**config.mk**
```make
export PLATFORM = sky130hd
export DESIGN_NAME = acq_sequencer
export DESIGN_NICKNAME = d
export VERILOG_FILES = /design/src/rtl/acq_seq_pkg.sv /design/src/rtl/acq_sequencer_if.sv /design/src/rtl/acq_sequencer_regs.sv /design/src/rtl/sync_edge.sv /design/src/rtl/acq_sequencer.sv
export SDC_FILE = /design/constraint.sdc
export NUM_CORES = 1
export LEC_CHECK = 0
export ABC_AREA = 0
export CAP_MARGIN = 25
export CORE_MARGIN = 5
export CORE_UTILIZATION = 50
export CTS_CLUSTER_DIAMETER = 200
export DETAILED_ROUTE_END_ITERATION = 8
export PLACE_DENSITY_LB_ADDON = 0.05
export SYNTH_ARGS = -nofsm -noshare
export SYNTH_HDL_FRONTEND = slang
export SYNTH_HIERARCHICAL = 1
export SYNTH_SLANG_ARGS = --single-unit
```
**constraint.sdc**
```tcl
create_clock -name CLK -period 7.8 [get_ports CLK]
set_input_delay 1.56 -clock CLK [delete_from_list [all_inputs] [get_ports CLK]]
set_output_delay 1.56 -clock CLK [all_outputs]
set_load 0.005 [all_outputs]
```
**src/rtl/acq_seq_pkg.sv**
```systemverilog
// Shared constants and types for the acquisition sequencer.
package acq_seq_pkg;

    localparam int CNT_W_DEF = 32;
    localparam int FRM_W_DEF = 16;

    localparam logic [15:0] ADDR_FRAME_COUNT  = 16'd120;
    localparam logic [15:0] ADDR_FRAME_PERIOD = 16'd121;
    localparam logic [15:0] ADDR_GATE_WIDTH   = 16'd122;
    localparam logic [15:0] ADDR_INIT_HOLD    = 16'd123;
    localparam logic [15:0] ADDR_SETTLE       = 16'd124;
    localparam logic [15:0] ADDR_CONTROL      = 16'd125;

    typedef enum logic [2:0] {
        ST_IDLE   = 3'd0,
        ST_INIT   = 3'd1,
        ST_SETTLE = 3'd2,
        ST_RUN    = 3'd3,
        ST_DONE   = 3'd4
    } acq_state_e;

endpackage

```
**src/rtl/acq_sequencer_if.sv**
```systemverilog
// Synchronized config write bus between the sequencer core and its register file.
interface acq_sequencer_if;
    logic        wr_stb;
    logic [15:0] addr;
    logic [31:0] data;

    modport master (output wr_stb, addr, data);
    modport slave  (input  wr_stb, addr, data);
endinterface

```
**src/rtl/acq_sequencer_regs.sv**
```systemverilog
// Config register file: address decode, write lockout while busy, abort pulse.
module acq_sequencer_regs
    import acq_seq_pkg::*;
#(
    parameter int CNT_W = CNT_W_DEF,
    parameter int FRM_W = FRM_W_DEF
) (
    input  logic             clk,
    input  logic             rst_n,
    acq_sequencer_if.slave   bus,
    input  logic             busy,
    output logic [FRM_W-1:0] frame_count,
    output logic [CNT_W-1:0] frame_period,
    output logic [CNT_W-1:0] gate_width,
    output logic [CNT_W-1:0] init_hold,
    output logic [CNT_W-1:0] settle,
    output logic             abort
);
    logic [FRM_W-1:0] frame_count_q, frame_count_d;
    logic [CNT_W-1:0] frame_period_q, frame_period_d;
    logic [CNT_W-1:0] gate_width_q, gate_width_d;
    logic [CNT_W-1:0] init_hold_q, init_hold_d;
    logic [CNT_W-1:0] settle_q, settle_d;

    // decode writes; timing registers are frozen while a run is in progress
    always_comb begin
        frame_count_d  = frame_count_q;
        frame_period_d = frame_period_q;
        gate_width_d   = gate_width_q;
        init_hold_d    = init_hold_q;
        settle_d       = settle_q;
        if (bus.wr_stb && !busy) begin
            case (bus.addr)
                ADDR_FRAME_COUNT:  frame_count_d  = bus.data[FRM_W-1:0];
                ADDR_FRAME_PERIOD: frame_period_d = bus.data[CNT_W-1:0];
                ADDR_GATE_WIDTH:   gate_width_d   = bus.data[CNT_W-1:0];
                ADDR_INIT_HOLD:    init_hold_d    = bus.data[CNT_W-1:0];
                ADDR_SETTLE:       settle_d       = bus.data[CNT_W-1:0];
                default:           ;
            endcase
        end
        // the strobe is a single-cycle pulse, so abort clears itself
        abort = bus.wr_stb && (bus.addr == ADDR_CONTROL) && bus.data[0];
    end

    // register storage
    always_ff @(posedge clk or negedge rst_n) begin
        if (!rst_n) begin
            frame_count_q  <= '0;
            frame_period_q <= '0;
            gate_width_q   <= '0;
            init_hold_q    <= '0;
            settle_q       <= '0;
        end else begin
            frame_count_q  <= frame_count_d;
            frame_period_q <= frame_period_d;
            gate_width_q   <= gate_width_d;
            init_hold_q    <= init_hold_d;
            settle_q       <= settle_d;
        end
    end

    assign frame_count  = frame_count_q;
    assign frame_period = frame_period_q;
    assign gate_width   = gate_width_q;
    assign init_hold    = init_hold_q;
    assign settle       = settle_q;
endmodule

```
**src/rtl/sync_edge.sv**
```systemverilog
// Two-flop synchronizer with a registered rising-edge pulse.
module sync_edge (
    input  logic clk,
    input  logic rst_n,
    input  logic din,
    output logic lvl,
    output logic rise
);
    logic s1_q, s1_d;
    logic s2_q, s2_d;
    logic rise_q, rise_d;

    // next values of the synchronizer chain; the pulse lines up with s2 going high
    always_comb begin
        s1_d   = din;
        s2_d   = s1_q;
        rise_d = s1_q & ~s2_q;
    end

    // synchronizer and pulse registers
    always_ff @(posedge clk or negedge rst_n) begin
        if (!rst_n) begin
            s1_q   <= 1'b0;
            s2_q   <= 1'b0;
            rise_q <= 1'b0;
        end else begin
            s1_q   <= s1_d;
            s2_q   <= s2_d;
            rise_q <= rise_d;
        end
    end

    assign lvl  = s2_q;
    assign rise = rise_q;
endmodule

```
**src/rtl/acq_sequencer.sv**
```systemverilog
// Acquisition sequencer: DDS init, probe settle, gated frame timing.
//
//   state  | meaning
//   IDLE   | all outputs low, waiting for a START rise
//   INIT   | INIT_DDS high, probe held in reset for max(init_hold,1) cycles
//   SETTLE | probe released, wait max(settle,1) cycles
//   RUN    | frames of max(period,1) cycles, gate for the first gate_width cycles
//   DONE   | DONE high, FRAME_CNT held until START drops
module acq_sequencer
    import acq_seq_pkg::*;
#(
    parameter int CNT_W = CNT_W_DEF,
    parameter int FRM_W = FRM_W_DEF
) (
    input  logic             CLK,
    input  logic             RESET_N,
    input  logic             TR,
    input  logic [15:0]      ADDR,
    input  logic [31:0]      DATA,
    input  logic             START,
    output logic             INIT_DDS,
    output logic             RESET_N_PROBE,
    output logic             FRAME_GATE,
    output logic [FRM_W-1:0] FRAME_CNT,
    output logic             BUSY,
    output logic             DONE
);
    logic             tr_lvl, tr_rise, start_lvl, start_rise;
    logic             busy, abort, stop_run;
    logic [FRM_W-1:0] cfg_fc;
    logic [CNT_W-1:0] cfg_fp, cfg_gw, cfg_ih, cfg_st;

    acq_state_e       state_q, state_d;
    logic [CNT_W-1:0] cnt_q, cnt_d;
    logic [CNT_W-1:0] gcnt_q, gcnt_d;
    logic [FRM_W-1:0] frm_cnt_q, frm_cnt_d, frm_inc;
    logic [FRM_W-1:0] fc_w_q, fc_w_d;
    logic [CNT_W-1:0] fp_w_q, fp_w_d, gw_w_q, gw_w_d, st_w_q, st_w_d;

    acq_sequencer_if cfg_bus ();

    sync_edge u_sync_tr (
        .clk   (CLK),
        .rst_n (RESET_N),
        .din   (TR),
        .lvl   (tr_lvl),
        .rise  (tr_rise)
    );

    sync_edge u_sync_start (
        .clk   (CLK),
        .rst_n (RESET_N),
        .din   (START),
        .lvl   (start_lvl),
        .rise  (start_rise)
    );

    // ADDR/DATA are stable for as long as TR is high, so sampling them raw is safe
    assign cfg_bus.wr_stb = tr_rise & tr_lvl;
    assign cfg_bus.addr   = ADDR;
    assign cfg_bus.data   = DATA;

    acq_sequencer_regs #(
        .CNT_W (CNT_W),
        .FRM_W (FRM_W)
    ) u_regs (
        .clk          (CLK),
        .rst_n        (RESET_N),
        .bus          (cfg_bus),
        .busy         (busy),
        .frame_count  (cfg_fc),
        .frame_period (cfg_fp),
        .gate_width   (cfg_gw),
        .init_hold    (cfg_ih),
        .settle       (cfg_st),
        .abort        (abort)
    );

    // down-counter load value: N cycles -> N-1, with zero treated as one cycle
    function automatic logic [CNT_W-1:0] load_of(input logic [CNT_W-1:0] v);
        return (v == '0) ? '0 : v - CNT_W'(1);
    endfunction

    // next-state, counters and working copies
    always_comb begin
        state_d   = state_q;
        cnt_d     = cnt_q;
        gcnt_d    = gcnt_q;
        frm_cnt_d = frm_cnt_q;
        fc_w_d    = fc_w_q;
        fp_w_d    = fp_w_q;
        gw_w_d    = gw_w_q;
        st_w_d    = st_w_q;
        frm_inc   = (frm_cnt_q == '1) ? frm_cnt_q : frm_cnt_q + FRM_W'(1);
        stop_run  = abort || !start_lvl;
        case (state_q)
            ST_IDLE: begin
                frm_cnt_d = '0;
                if (start_rise) begin
                    state_d = ST_INIT;
                    fc_w_d  = cfg_fc;
                    fp_w_d  = cfg_fp;
                    gw_w_d  = cfg_gw;
                    st_w_d  = cfg_st;
                    cnt_d   = load_of(cfg_ih);
                end
            end
            ST_INIT: begin
                if (stop_run) begin
                    state_d   = ST_IDLE;
                    frm_cnt_d = '0;
                end else if (cnt_q == '0) begin
                    state_d = ST_SETTLE;
                    cnt_d   = load_of(st_w_q);
                end else begin
                    cnt_d = cnt_q - CNT_W'(1);
                end
            end
            ST_SETTLE: begin
                if (stop_run) begin
                    state_d   = ST_IDLE;
                    frm_cnt_d = '0;
                end else if (cnt_q == '0) begin
                    state_d = (fc_w_q == '0) ? ST_DONE : ST_RUN;
                    cnt_d   = load_of(fp_w_q);
                    gcnt_d  = gw_w_q;
                end else begin
                    cnt_d = cnt_q - CNT_W'(1);
                end
            end
            ST_RUN: begin
                // abort is checked first so it beats a coincident final frame end
                if (stop_run) begin
                    state_d   = ST_IDLE;
                    frm_cnt_d = '0;
                end else begin
                    if (gcnt_q != '0) gcnt_d = gcnt_q - CNT_W'(1);
                    if (cnt_q == '0) begin
                        frm_cnt_d = frm_inc;
                        if (frm_inc >= fc_w_q) begin
                            state_d = ST_DONE;
                        end else begin
                            cnt_d  = load_of(fp_w_q);
                            gcnt_d = gw_w_q;
                        end
                    end else begin
                        cnt_d = cnt_q - CNT_W'(1);
                    end
                end
            end
            ST_DONE: begin
                if (!start_lvl) begin
                    state_d   = ST_IDLE;
                    frm_cnt_d = '0;
                end
            end
            default: begin
                state_d   = ST_IDLE;
                frm_cnt_d = '0;
            end
        endcase
    end

    // state, counters and working copies
    always_ff @(posedge CLK or negedge RESET_N) begin
        if (!RESET_N) begin
            state_q   <= ST_IDLE;
            cnt_q     <= '0;
            gcnt_q    <= '0;
            frm_cnt_q <= '0;
            fc_w_q    <= '0;
            fp_w_q    <= '0;
            gw_w_q    <= '0;
            st_w_q    <= '0;
        end else begin
            state_q   <= state_d;
            cnt_q     <= cnt_d;
            gcnt_q    <= gcnt_d;
            frm_cnt_q <= frm_cnt_d;
            fc_w_q    <= fc_w_d;
            fp_w_q    <= fp_w_d;
            gw_w_q    <= gw_w_d;
            st_w_q    <= st_w_d;
        end
    end

    // outputs decode straight from flops so reset drops them immediately
    assign busy          = (state_q == ST_INIT) || (state_q == ST_SETTLE) || (state_q == ST_RUN);
    assign BUSY          = busy;
    assign INIT_DDS      = (state_q == ST_INIT);
    assign RESET_N_PROBE = (state_q == ST_SETTLE) || (state_q == ST_RUN) || (state_q == ST_DONE);
    assign FRAME_GATE    = (state_q == ST_RUN) && (gcnt_q != '0);
    assign DONE          = (state_q == ST_DONE);
    assign FRAME_CNT     = frm_cnt_q;
endmodule

```
After elaboration in Yosys (flattened, before gate mapping)
Index checks and enable logic that the tools add are counted.
- register bits: 345
- bits of input ports: 52
- add/subtract/negate cells: 6
- equal/unequal tests: 23
- multiplexer cells: 36
- magnitude comparators: 1
- reduce and logical (&&, ||, !) cells: 31
- bitwise gates (word level): 5
- operator list (operator ; number):
    $mux 32 ; 17
    $sub 32x1->32 const B ; 5
    $logic_not 32->1 ; 4
    $pmux 32 s4 ; 1
    $eq 16x7->1 const B ; 6
    $mux 16 ; 5
    $pmux 32 s2 ; 1
    $pmux 16 s3 ; 1
    $reduce_bool 32->1 ; 1
    $mux 3 ; 10
    $add 16x1->16 const B ; 1
    $eq 16x16->1 const B ; 1
    $ge 16x16->1 ; 1
    $logic_not 16->1 ; 1
    $pmux 3 s5 ; 1
    $ne 3x3->1 const B ; 4
    $reduce_and 2->1 ; 6
    $reduce_and 6->1 ; 2
    $ne 2x2->1 const B ; 5
    $eq 3x2->1 const B ; 2
    $logic_or 1x1->1 ; 5
    $logic_and 1x1->1 ; 4
    $ne 2x1->1 const B ; 2
    $reduce_and 4->1 ; 1
    other kinds (11) ; 15

Depth between registers and ports, before layout
Gate-level depths: netlist of run 1.
- depth in word-level cells: 7
- mapped depth: 17
- gate-level depth less buffers: 14

Modules after synthesis
The synthesis of run 1 kept the hierarchy.
- modules (own cells, without submodules) (module ; cells each ; area each (µm²) ; seq. area each (µm²) ; times used):
    acq_sequencer ; 1309 ; 12285.5 ; 4879.7 ; 1
    acq_sequencer_regs ; 319 ; 5562.8 ; 3603.5 ; 1
    sync_edge ; 4 ; 88.8 ; 75.1 ; 2

Least setup slack after synthesis of run 1
No wires, ideal clock.
- path type: flip-flop to flip-flop
- start point: register frm_cnt_q[3] (netlist: FRAME_CNT[3])
- end point: register cnt_q[4]
- clock period less this slack: 4.304 ns
- arrival: 4.181 ns
- stages on the path, launching flop included: 18
- setup slack: 3.496 ns
- setup time: 0.124 ns
- path through: dfrtp_1 clkbuf_1 and4_1 nand4_1 nor4b_2 nor2_1 nand2_1 xnor2_1 ha_1 and4_1 nand3_1 o311a_1 a21oi_1 a41o_1 clkbuf_1 clkbuf_1 nand2_1 o31a_1
- word-level cells in the longest chain between the ends: 5
- RTL lines (item ; RTL line ; text):
    from (decl) ; acq_sequencer.sv:36 ; logic [FRM_W-1:0] frm_cnt_q, frm_cnt_d, frm_inc;
    from (signal assigned) ; acq_sequencer.sv:179 ; frm_cnt_q <= frm_cnt_d;
    $add 16x1->16 / $eq 16x16->1 (equally long branches) ; acq_sequencer.sv:94 ; frm_inc = (frm_cnt_q == '1) ? frm_cnt_q : frm_cnt_q + FRM_W'(1);
    $mux 16 (*) ; acq_sequencer.sv:94 ;
    $ge 16x16->1 (*) ; acq_sequencer.sv:140 ; if (frm_inc >= fc_w_q) begin
    $ne 3x3->1 (no line) (*) ; - ;
    $reduce_and 6->1 (no line) (*) ; - ;
    to (signal assigned) ; acq_sequencer.sv:177 ; cnt_q <= cnt_d;
    to (decl) ; acq_sequencer.sv:34 ; logic [CNT_W-1:0] cnt_q, cnt_d;
Every way passes the cells marked *; elsewhere a longest branch is shown, timed or not.
A chain may end at the register's enable or synchronous reset.

Worst setup path in the final report of run 1
- start point: register frm_cnt_q[3] (netlist: FRAME_CNT[3])
- end point: register cnt_q[30]
Same word-level chain as after synthesis.

==> results.cfg, run 1 <==
[die]
ios = 73
die_h_um = 200
die_x_um = 200
start_util = 0.507
num_rows = 69
core_mm2 = 0.0356
die_area_mm2 = 0.0400

[synth]
synth_edf_count = 0
netlist.area_leader.share = 0.479
synth_xor_area_frac = 0.0471
synth_top_family_by_area = multiplexers
ys_types = 80
syn_area_mm2 = 0.0180
synthFlopType = dfrtp_1
syn_inst = 1636
ys_seq_elements = 345
yosys-mux-area-fraction = 0.167
yosys.area.top_type = dfrtp_1
synthArstFlopShare = 1.00
synth_area_leaders = dfrtp_1, mux2_2, xnor2_1
yosysSeqAreaShare = 0.479
syn-num-nets = 1713
synthAdderAreaFrac = 0.0174
synth_compound_area_frac = 0.109
synth_simple_gate_area_frac = 0.150
ys_warn_count = 6
syn_avg_cell_area_um2 = 11.0

[grt]
grt-ovfl-total = 0
grt_start_max_net_pins = 163
grt_usage = 0.243
grt_pass1_wl_um = 76100
antenna_found_initial = 6
grt_pass1_vias = 13100

[cts]
clock-sinks = 345
numCtsBuffers = 39
postCtsSetupRepairBufs = 0
clock-root-buffer = clkbuf_16
cts-htree-levels = 2
clk_pin_slew_ps = 60
clock_path_buffers = 3
ctsHoldBuffers = 0
cts_tree = done
insertion_delay_ps = 550
cts_resized = 0

[power_and_ir_drop]
vdd.ir_drop.worst_mv = 0.189
power.density_mw_per_mm2 = 274
p_comb_frac = 0.278
total_power_uw = 5640
clkPwrFrac = 0.351
p_int_uw = 3730
seqPwrFrac = 0.371
p_leak_uw = 0.00959
switching_power_uw = 1910
swShare = 0.339

[layout]
fillCellCount = 3043
ff_latch_area_mm2 = 0.00863
finalInstanceArea_mm2 = 0.0206
multi_input_area_mm2 = 0.00888
n_antenna_cell = 0
drive_above_1_share = 0.218
nets = 1773
layout-area-overhead-vs-synth_pct = 14.1

[drt]
drt_first_pass_iters = 7
drt.antenna.violating_nets = 0
viasPerCell = 6.06
drt_wl_total_um = 47900
drc = 0
vias = 13300
wl_per_cell_um = 21.9
drt_iter0_drc = 756

[hold_path]
hold-path-cell-count = 0
min_from = u_sync_tr/s1_q$_DFF_PN0_
hold_path_end = u_sync_tr/lvl$_DFF_PN0_
hold_class = register to register

[timing]
setup_violations = 0
max_freq_mhz = 201
fin_worst_skew_ps = 17.1
hold_violations = 0
final.min_clock_period_ps = 4970
slew_headroom = 0.311
final_max_slew_viol_count = 0
grt_setup_unrepaired = false
finalCritPeriodShare = 0.637
tns_ps = 0
worst_pin_slew_ps = 1020

[setup_path]
worstSetupPathType = register to register
cpMaxStageDelayCell = nor4b_2
crit_top_cell = and4_1
crit_chain = and4_1, nand4_1, nor4b_2, nor2_1, nand2_1, xnor2_1, ha_1, and4_1, nand3_1, o311a_1, a21oi_1, a41o_1, buf_4, or4_1, o211ai_1
critPathMaxStageDelay_ps = 840
worst_setup_path_start_kind = register
critPathRequiredTime_ps = 8210
worst-path-max-fanout = 57
rr_worst_depth = 15
r2r_slack_ps = 2830
cp.arrival_ps = 5380
worst_setup_path_end_kind = register
reg2reg_from = FRAME_CNT[3]$_DFFE_PN0P_
timing.rr.end = cnt_q[30]$_DFFE_PN0P_

[job]
cap_violations = 0

[run_status]
status = finished, final reports clean

[place]
dpl.hpwl_um = 32500
dpl_cell_area_mm2 = 0.0192
gp_congestion = 0.892
port_buffers = 72
==> layer usage <==
metal / track usage / wire length (um)
met2: 0.384 / 22200
met3: 0.0332 / 2150
met5: 0 / 0
met1: 0.349 / 22000
met4: 0.0850 / 1580
==> registers in the layout (all words and copies together), names as in the netlist <==
name                 count
u_sync_start/rise        1
u_regs/init_hold        32
u_sync_tr/lvl            1
u_regs/settle           32
gw_w_q                  32
u_regs/gate_width       32
u_sync_tr/rise           1
fc_w_q                  16
u_sync_tr/s1_q           1
cnt_q                   32
FRAME_CNT               16
gcnt_q                  32
u_sync_start/s1_q        1
state_q                  3
u_sync_start/lvl         1
st_w_q                  32
u_regs/frame_period     32
u_regs/frame_count      16
fp_w_q                  32
==> layout make-up <==
| class | count | share of cell area |
|---|---|---|
| clock buffers | 51 | 0.0551 |
| clock inverters | 19 | 0.0124 |
| inverters | 42 | 0.00766 |
| multi-input cells | 1170 | 0.432 |
| flip-flops and latches | 345 | 0.420 |
| well taps | 461 | 0.0280 |
| repair buffers | 98 | 0.0454 |
==> cells in the mapped netlist, drive strengths merged (9+ instances only) <==
cell type  count
mux2         240
nor2          97
dfrtp        345
nand4         18
a2bb2oi       18
buf           26
inv           42
a22o           9
xor2          29
nor4          49
nand2         91
xnor2         68
or2           13
or4           25
o22ai         36
nor2b         12
mux2i         27
o21ai         90
or3           19
clkbuf        53
ha            25
nand3         44
nor3          65
a21oi         57
==> worst max-delay path, delay by kind of cell, from the launching register on <==
| kind | cells | cell delay, ps |
|---|---|---|
| fa+ha+maj | 1 | 290 |
| compound gates | 4 | 1120 |
| simple gates | 8 | 2380 |
| buf+inv | 1 | 430 |
| flops | 1 | 500 |
| xor+xnor | 1 | 80 |
==> worst max-delay path by stage <==
stage	start	slack, ps	end	cells after the start
floorplan	FRAME_CNT[3]$_DFFE_PN0P_	3500	cnt_q[4]$_DFFE_PN0P_	17
global placement	FRAME_CNT[3]$_DFFE_PN0P_	3070	cnt_q[30]$_DFFE_PN0P_	15
detailed placement	FRAME_CNT[3]$_DFFE_PN0P_	2920	cnt_q[30]$_DFFE_PN0P_	15
CTS	FRAME_CNT[3]$_DFFE_PN0P_	2920	cnt_q[30]$_DFFE_PN0P_	15
global route	FRAME_CNT[3]$_DFFE_PN0P_	2460	cnt_q[30]$_DFFE_PN0P_	15
finish	FRAME_CNT[3]$_DFFE_PN0P_	2830	cnt_q[30]$_DFFE_PN0P_	15
==> layout by cell type, fill, tap and decap left out, drive strengths merged, types with 42 or more instances in the layout <==
cell / Yosys / layout
nor3: 65 / 65
clkdlybuf4s50: 0 / 71
clkbuf: 53 / 51
o21ai: 90 / 90
nor4: 49 / 49
nand3: 44 / 44
mux2: 240 / 240
nand2: 91 / 91
inv: 42 / 42
a21oi: 57 / 57
xnor2: 68 / 68
dfrtp: 345 / 345
nor2: 97 / 97
==> power groups by stage <==
stage	Combinational, uW	Clock [uW]	Sequential (uW)
floorplan	1150	0	2060
global placement	1540	0	2120
detailed placement	1560	0	2120
CTS	1570	2020	2090
global route	1730	2090	2110
finish	1570	1980	2090
==> metrics by stage <==
stage	worst slack, ps	instances	hold WS [ps]	util
floorplan	3500	1636	354	-
global placement	3070	2116	363	0.539
detailed placement	2920	2116	374	0.539
CTS	2920	2186	391	0.578
global route	2460	2186	411	0.578
finish	2830	2186	387	0.578
==> cells by family (layout without fill, tap and decap cells) <==
logic type / count (synthesis) / count (layout)
XOR/XNOR: 97 / 97
multiplexers: 267 / 267
AO/OA/AOI/OAI: 299 / 299
buffers and inverters: 121 / 210
flip-flops: 345 / 345
adder cells (fa/ha/maj): 25 / 25
AND/OR/NAND/NOR: 482 / 482
(Power assumes the default switching activity.)
==> run 2, diff against run 1 <==
- clock period: 7.8 -> 4.6 ns (I/O delays scaled with it)
==> results.cfg, run 2 (same netlist as run 1, synthesis figures left out) <==
[setup_path]
worst_setup_path_end_kind = register
rr_worst_depth = 15
critPathMaxStageDelay_ps = 490
crit_buf_inv = 2
cp.arrival_ps = 4560
critPathRequiredTime_ps = 4980
worst_setup_path_start_kind = register
cpMaxStageDelayCell = a21oi_4
worst-path-max-fanout = 21
cp_top_family = simple AND/OR/NAND/NOR gates
crit_chain = and4_1, nand4_1, nor4b_2, buf_4, nor3_1, xnor2_1, ha_1, and4_1, nand3_1, o311a_1, a21o_1, a21oi_4, buf_12, mux2i_1, a22oi_1
worstSetupPathType = register to register
crit_top_cell = and4_1
crit_cells = 15

[grt]
grt_pass1_wl_um = 76600
grt_start_max_net_pins = 133
grt_usage = 0.244
grt_pass1_vias = 13500
antenna_found_initial = 5
grt-ovfl-total = 0

[cts]
numCtsBuffers = 39
clock_path_buffers = 3
clk_pin_slew_ps = 60
clock-sinks = 345
clock-root-buffer = clkbuf_16
cts_resized = 0
cts_tree = done
postCtsSetupRepairBufs = 0
insertion_delay_ps = 550
ctsHoldBuffers = 0
cts-htree-levels = 2

[timing]
setup_violations = 0
final_max_slew_viol_count = 0
final.min_clock_period_ps = 4180
finalCritPeriodShare = 0.910
worst_pin_slew_ps = 1080
fin_worst_skew_ps = 19.6
grt_setup_unrepaired = false
hold_violations = 0
slew_headroom = 0.271
max_freq_mhz = 239
tns_ps = 0

[job]
cap_violations = 0

[place]
dp_cells = 2135
port_buffers = 72
gp_congestion = 0.884
dpl.hpwl_um = 33300

[die]
die_area_mm2 = 0.0400
die_h_um = 200
core_mm2 = 0.0356
die_x_um = 200
start_util = 0.507
num_rows = 69
ios = 73

[layout]
nets = 1792
final_cell_mix = dfrtp_1, mux2_2, nor2_1, nand2_1, o21ai_0
drive_above_1_share = 0.225
layout_commonest_cell = dfrtp_1
n_antenna_cell = 0
fillCellCount = 3033
layout-area-overhead-vs-synth_pct = 15.1
stdcell_count = 2201

[power_and_ir_drop]
vdd.ir_drop.worst_mv = 0.461
power.density_mw_per_mm2 = 463
total_power_uw = 9610
p_leak_uw = 0.00968

[drt]
drt_first_pass_iters = 5
drt_wl_total_um = 47800
wl_per_cell_um = 21.7
drt_iter0_drc = 1054
vias = 13300
drc = 0
drt.antenna.violating_nets = 0
viasPerCell = 6.03

[hold_path]
hold-path-cell-count = 0
hold_class = register to register

[run_status]
status = finished, final reports clean
## run 2: cell count changes in the layout (fill, tap and decap cells not counted), sizes merged
cell	delta
clkinv	-4
buf	+19
## run 2: where the power goes
part / internal, uW / switching [uW] / total, uW
clock network: 2050 / 1250 / 3300
registers: 3270 / 260 / 3530
logic: 1070 / 1710 / 2790
## run 2: final timing paths
| kind | from | to | slack [ps] |
|---|---|---|---|
| min in group asynchronous | RESET_N | FRAME_CNT[6]$_DFFE_PN0P_ | 420 |
| max in group asynchronous | RESET_N | cnt_q[17]$_DFFE_PN0P_ | 3100 |
| hold / removal | u_sync_tr/s1_q$_DFF_PN0_ | u_sync_tr/lvl$_DFF_PN0_ | 380 |
| hold reg to reg | u_sync_tr/s1_q$_DFF_PN0_ | u_sync_tr/lvl$_DFF_PN0_ | 380 |
| setup / recovery | FRAME_CNT[6]$_DFFE_PN0P_ | gcnt_q[26]$_DFFE_PN0P_ | 420 |
| setup reg to reg | FRAME_CNT[6]$_DFFE_PN0P_ | gcnt_q[26]$_DFFE_PN0P_ | 420 |
## run 2: layout make-up
type | instances | area [um2] | share of cell area
flip-flops and latches | 345 | 8630 | 0.416
inverters | 42 | 158 | 0.00760
multi-input cells | 1170 | 8890 | 0.428
repair buffers | 117 | 1140 | 0.0549
clock inverters | 15 | 231 | 0.0112
well taps | 461 | 577 | 0.0278
clock buffers | 51 | 1120 | 0.0541
## run 2: through the flow
step	instance area [um2]	worst slack (ps)	hold slack, ps	utilization
floorplan	18000	296	354	-
global placement	19400	377	361	0.545
detailed placement	19400	216	367	0.545
CTS	20700	255	381	0.583
global route	20800	127	401	0.583
finish	20800	415	376	0.583
## run 2: metal layers
| metal | wire [um] | global-route usage |
|---|---|---|
| met1 | 21400 | 0.346 |
| met2 | 23100 | 0.402 |
| met3 | 2290 | 0.0322 |
| met4 | 1070 | 0.0662 |
| met5 | 0 | 0 |
==> variant 1, RTL diff (settings of run 2) <==
Change the package constant `CNT_W_DEF` from 32 to 16.
--- a/src/rtl/acq_seq_pkg.sv
+++ b/src/rtl/acq_seq_pkg.sv
@@ -2,5 +2,5 @@
 package acq_seq_pkg;
 
-    localparam int CNT_W_DEF = 32;
+    localparam int CNT_W_DEF = 16;
     localparam int FRM_W_DEF = 16;
 
Function: same outputs for any inputs over 4 cycles, from zero or initial values and one cycle with RESET_N low; that may be too few to reach the edited logic, so the function may still have changed.
==> variant 1 against run 2 <==
  * Maximum frequency fell by 1.7%
  * Area after synthesis fell by 40%
  * Cell count shrank 36%
  * Setup slack got worse by 0.072 ns
  * Wire length is 40% lower
  * Total power fell by 40%
  * Sequential cell count down 144
  * Cell area shrank 39%
  * Sequential share of layout area fell by 1.6 points
  * Critical path type unchanged
==> variant 1: results (changes against run 2) <==
<table>
<tr><th>Metric</th><th>Value</th></tr>
<tr><th colspan="2">Synthesis</th></tr>
<tr><td>Number of different library cells in the post-synthesis netlist</td><td>73 (was 80)</td></tr>
<tr><td>Biggest area contributors in the synthesized netlist</td><td>dfrtp_1 46%, mux2_2 13%, nand2_1 3.5% (was dfrtp_1 48%, mux2_2 14%, xnor2_1 3.3%)</td></tr>
<tr><td>Synthesized netlist cell count</td><td>1053 (was 1636)</td></tr>
<tr><th colspan="2">Global route</th></tr>
<tr><td>First-pass GRT wire length</td><td>45900 um (was 76600 um)</td></tr>
<tr><td>Via count of the first global-routing pass</td><td>8205 (was 13500)</td></tr>
<tr><td>Met1 Use GR</td><td>35.2% (was 34.6%)</td></tr>
<tr><td>Pin count of the biggest net entering global routing</td><td>89 (was 133)</td></tr>
<tr><td>GRT met2 Usage</td><td>35.9% (was 40.2%)</td></tr>
<tr><th colspan="2">Layout</th></tr>
<tr><td>Fill count</td><td>1890 (was 3033)</td></tr>
<tr><td>Nets</td><td>1184 (was 1792)</td></tr>
<tr><th colspan="2">Timing</th></tr>
<tr><td>Pin slew with the least headroom to its limit</td><td>0.963 ns (was 1.08 ns)</td></tr>
<tr><td>Clock tree skew after final layout</td><td>0.0157 ns (was 0.0196 ns)</td></tr>
<tr><th colspan="2">Setup path</th></tr>
<tr><td>Data arrival at the endpoint of the critical path</td><td>4.60 ns (was 4.56 ns)</td></tr>
<tr><td>Slowest CP cell</td><td>and2_1 (was a21oi_4)</td></tr>
<tr><td>Max stage delay on crit path</td><td>0.57 ns (was 0.49 ns)</td></tr>
<tr><td>Worst Path Max Fanout</td><td>16 (was 21)</td></tr>
<tr><th colspan="2">Routing</th></tr>
<tr><td>Detailed Route Iter0 Violations</td><td>569 (was 1054)</td></tr>
<tr><td>Per-cell routed wire length</td><td>20.4 um (was 21.7 um)</td></tr>
<tr><td>Detailed-route via count</td><td>8462 (was 13300)</td></tr>
<tr><td>Via-per-instance ratio</td><td>6.02 (was 6.03)</td></tr>
<tr><th colspan="2">Pwr</th></tr>
<tr><td>Max rail drop VDD</td><td>0.231 mV (was 0.461 mV)</td></tr>
<tr><th colspan="2">Place</th></tr>
<tr><td>Last weighted congestion value of the routability-driven placer</td><td>0.951 (was 0.884)</td></tr>
<tr><td>Post-detail-place hpwl</td><td>20100 um (was 33300 um)</td></tr>
<tr><th colspan="2">Clocking</th></tr>
<tr><td>Clk Latency, worst-skew pair</td><td>0.52 ns (was 0.55 ns)</td></tr>
<tr><td>Clock buffer count from CTS</td><td>23 (was 39)</td></tr>
<tr><th colspan="2">Status</th></tr>
<tr><td>Status</td><td>complete, no violations (unchanged)</td></tr>
</table>
-- variant 1: cell count changes in the layout (fill, tap and decap cells not counted), moves of 27 or more --
cell      change
xnor2_1      -56
o21ai_0      -30
o22ai_1      -29
dfrtp_1     -144
mux2_2       -97
o211ai_1     +27
nor2_1       -44
-- variant 1: kinds of logic after synthesis --
group                    after synthesis  synth area share (%)
adder cells (fa/ha/maj)               23                  2.64
AO/OA/AOI/OAI                        219                  13.3
XOR/XNOR                              30                  2.41
buffers and inverters                 84                  3.46
multiplexers                         132                  13.6
flip-flops                           201                  46.2
AND/OR/NAND/NOR                      364                  18.4
-- variant 1: area by class of cell --
cell class,count,share of cell area [%]
clock inverters,12,1.52
well taps,280,2.79
repair buffers,76,5.67
inverters,39,1.16
multi-input cells,768,43.7
diodes,1,0.0199
clock buffers,29,5.08
flip-flops and latches,201,40.0
-- variant 1: metrics by stage --
stage	area, um^2	power (mW)	worst slack (ns)
after floorplan	10900	3.27	0.671
after global placement	11700	3.77	0.501
after detailed placement	11700	3.77	0.428
after CTS	12600	5.79	0.347
after global routing	12600	6.09	0.0711
final	12600	5.76	0.343
-- variant 1: worst reg2reg max path, stage by stage, from the launching register on --
cell,delay (ns)
dfrtp_1,0.50
nand4_1,0.25
or3_1,0.42
nor3_1,0.32
and3_1,0.22
mux2_2,0.35
ha_1,0.31
and4_1,0.22
nand2_1,0.08
a2111o_1,0.45
nand4b_1,0.17
and2_1,0.57
o221ai_1,0.23
-- variant 1: where the power goes --
part | internal, mW | switching (mW)
Combinational | 0.603 | 1.10
Sequential | 1.89 | 0.170
Clock | 1.26 | 0.741
Total | 3.75 | 2.01
-- variant 1: final timing paths --
| check | startpoint | to | slack, ns | cells past startpoint |
|---|---|---|---|---|
| worst min register to register | u_sync_tr/s1_q | u_sync_tr/lvl | 0.39 | 0 |
| max in group asynchronous | RESET_N | u_regs/gate_width[9] | 3.09 | 2 |
| worst max-delay path | FRAME_CNT[4] | gcnt_q[12] | 0.34 | 12 |
| worst min-delay path | u_sync_tr/s1_q | u_sync_tr/lvl | 0.39 | 0 |
| min in group asynchronous | RESET_N | cnt_q[14] | 0.45 | 1 |
| worst max register to register | FRAME_CNT[4] | gcnt_q[12] | 0.34 | 12 |
-- variant 1: routing by layer --
layer	share of wire, %	vias to the layer above
li1	-	4033
met1	48	4169
met2	45	214
met3	4.7	46
met4	2.7	0
met5	0	-
==> variant 2, RTL diff (flow settings as in run 2) <==
Made on the original files. Make the reset (`RESET_N` and `rst_n`) synchronous in 3 clocked blocks.
--- a/src/rtl/acq_sequencer_regs.sv
+++ b/src/rtl/acq_sequencer_regs.sv
@@ -45,5 +45,5 @@
 
     // register storage
-    always_ff @(posedge clk or negedge rst_n) begin
+    always_ff @(posedge clk) begin
         if (!rst_n) begin
             frame_count_q  <= '0;
--- a/src/rtl/sync_edge.sv
+++ b/src/rtl/sync_edge.sv
@@ -19,5 +19,5 @@
 
     // synchronizer and pulse registers
-    always_ff @(posedge clk or negedge rst_n) begin
+    always_ff @(posedge clk) begin
         if (!rst_n) begin
             s1_q   <= 1'b0;
--- a/src/rtl/acq_sequencer.sv
+++ b/src/rtl/acq_sequencer.sv
@@ -163,5 +163,5 @@
 
     // state, counters and working copies
-    always_ff @(posedge CLK or negedge RESET_N) begin
+    always_ff @(posedge CLK) begin
         if (!RESET_N) begin
             state_q   <= ST_IDLE;
Formal check against the unedited RTL: differs if RESET_N is asserted again (counterexample within 4 cycles, from zero or initial values and one cycle with RESET_N low); with RESET_N held inactive, the same outputs for 4 cycles.
==> variant 2 against run 2 <==
  * Cell area fell by 3.9%
  * Wire length rose by 5.7%
  * Clock skew fell by 0.0011 ns
  * Sequential cell count did not move
  * First-iteration DRC count rose by 6.1%
  * Setup slack got worse by 0.036 ns
  * Die area fell by 2.3%
  * Sequential share of layout area fell by 7.0 points
  * Worst hold slack improved by 0.070 ns
  * Area after synthesis fell by 2.4%
  * Critical path type unchanged
  * Critical endpoint is now gcnt_q[21]
Power is not compared: it rests on default switching activity, and its combinational part moved more than twofold at a synthesized area within 25%.
==> variant 2: results (changes against run 2) <==
<table>
<tr><th>Metric</th><th>Value</th></tr>
<tr><th colspan="2">Layout</th></tr>
<tr><td>Post-layout utilization of the core</td><td>57.6% (was 58.3%)</td></tr>
<tr><td>Signal buffers share of area</td><td>5.17% (was 5.49%)</td></tr>
<tr><td>Layout cell share with drive strength beyond 1</td><td>7.14% (was 22.5%)</td></tr>
<tr><td>FF+latch area</td><td>0.00691 mm^2 (was 0.00863 mm^2)</td></tr>
<tr><td>Clkbuf count</td><td>52 (was 51)</td></tr>
<tr><td>Multi-input logic area</td><td>0.00997 mm^2 (was 0.00889 mm^2)</td></tr>
<tr><td>Multi-input gates</td><td>1631 (was 1170)</td></tr>
<tr><th colspan="2">Timing</th></tr>
<tr><td>Clock tree skew after final layout</td><td>0.0185 ns (was 0.0196 ns)</td></tr>
<tr><td>Final Hold Slack</td><td>0.446 ns (was 0.376 ns)</td></tr>
<tr><th colspan="2">Setup path</th></tr>
<tr><td>Worst reg2reg path startpoint</td><td>FRAME_CNT[3] (was FRAME_CNT[6])</td></tr>
<tr><td>Number of cell instances on the worst register-to-register path</td><td>14 (was 15)</td></tr>
<tr><th colspan="2">Min path</th></tr>
<tr><td>Cells on Worst Hold Path</td><td>2 (was 0)</td></tr>
<tr><th colspan="2">Global route</th></tr>
<tr><td>Number of antenna violations at the first check in global routing</td><td>3 (was 5)</td></tr>
<tr><td>Pin count of the biggest net entering global routing</td><td>113 (was 133)</td></tr>
<tr><td>Global-route usage over all layers</td><td>25.3% (was 24.4%)</td></tr>
<tr><td>Met1 Use GR</td><td>34.7% (was 34.6%)</td></tr>
<tr><td>GRT met2 Usage</td><td>41.7% (was 40.2%)</td></tr>
<tr><th colspan="2">Synthesis</th></tr>
<tr><td>Biggest area contributors in the synthesized netlist</td><td>dfxtp_1 39%, nand2_1 10%, mux2i_1 9.8% (was dfrtp_1 48%, mux2_2 14%, xnor2_1 3.3%)</td></tr>
<tr><td>Synth Area in XOR/XNOR</td><td>5.67% (was 4.71%)</td></tr>
<tr><td>Area share of fa/ha/maj cells after synthesis</td><td>1.64% (was 1.74%)</td></tr>
<tr><th colspan="2">Routing</th></tr>
<tr><td>Detailed Route Iter0 Violations</td><td>1118 (was 1054)</td></tr>
<tr><td>Routed length on met1</td><td>23100 um (was 21400 um)</td></tr>
<tr><td>Per-cell routed wire length</td><td>19.1 um (was 21.7 um)</td></tr>
<tr><th colspan="2">Status</th></tr>
<tr><td>Status</td><td>complete, no violations (unchanged)</td></tr>
<tr><th colspan="2">Floorplanning</th></tr>
<tr><td>Die X-Extent</td><td>198 um (was 200 um)</td></tr>
</table>
## variant 2: cell count changes after synthesis, moves of 18 or more
cell       delta
clkbuf_1     +36
mux2_2      -219
nand2_1     +396
mux2i_1     +146
dfrtp_1     -345
dfxtp_1     +345
o22ai_1      +33
a2bb2oi_1    -18
a21oi_1     +145
## variant 2: worst max-delay path by stage
stage | cells after the start | to | slack (ns)
after CTS | 14 | gcnt_q[21] | 0.39
after detailed placement | 14 | gcnt_q[21] | 0.41
after floorplan | 16 | cnt_q[4] | 0.73
after global placement | 14 | gcnt_q[15] | 0.48
after global routing | 14 | gcnt_q[15] | 0.07
final | 14 | gcnt_q[21] | 0.38
## variant 2: worst max-delay path: stages (launching register included)
cell	delay, ns
dfxtp_1	0.48
and4_1	0.39
nand4_1	0.16
nor2_1	0.20
and3_1	0.19
mux2_2	0.35
ha_1	0.29
and4_1	0.19
and3_1	0.17
a221oi_1	0.28
nand3_1	0.18
o21a_2	0.47
buf_4	0.33
mux2i_1	0.16
a221oi_2	0.27
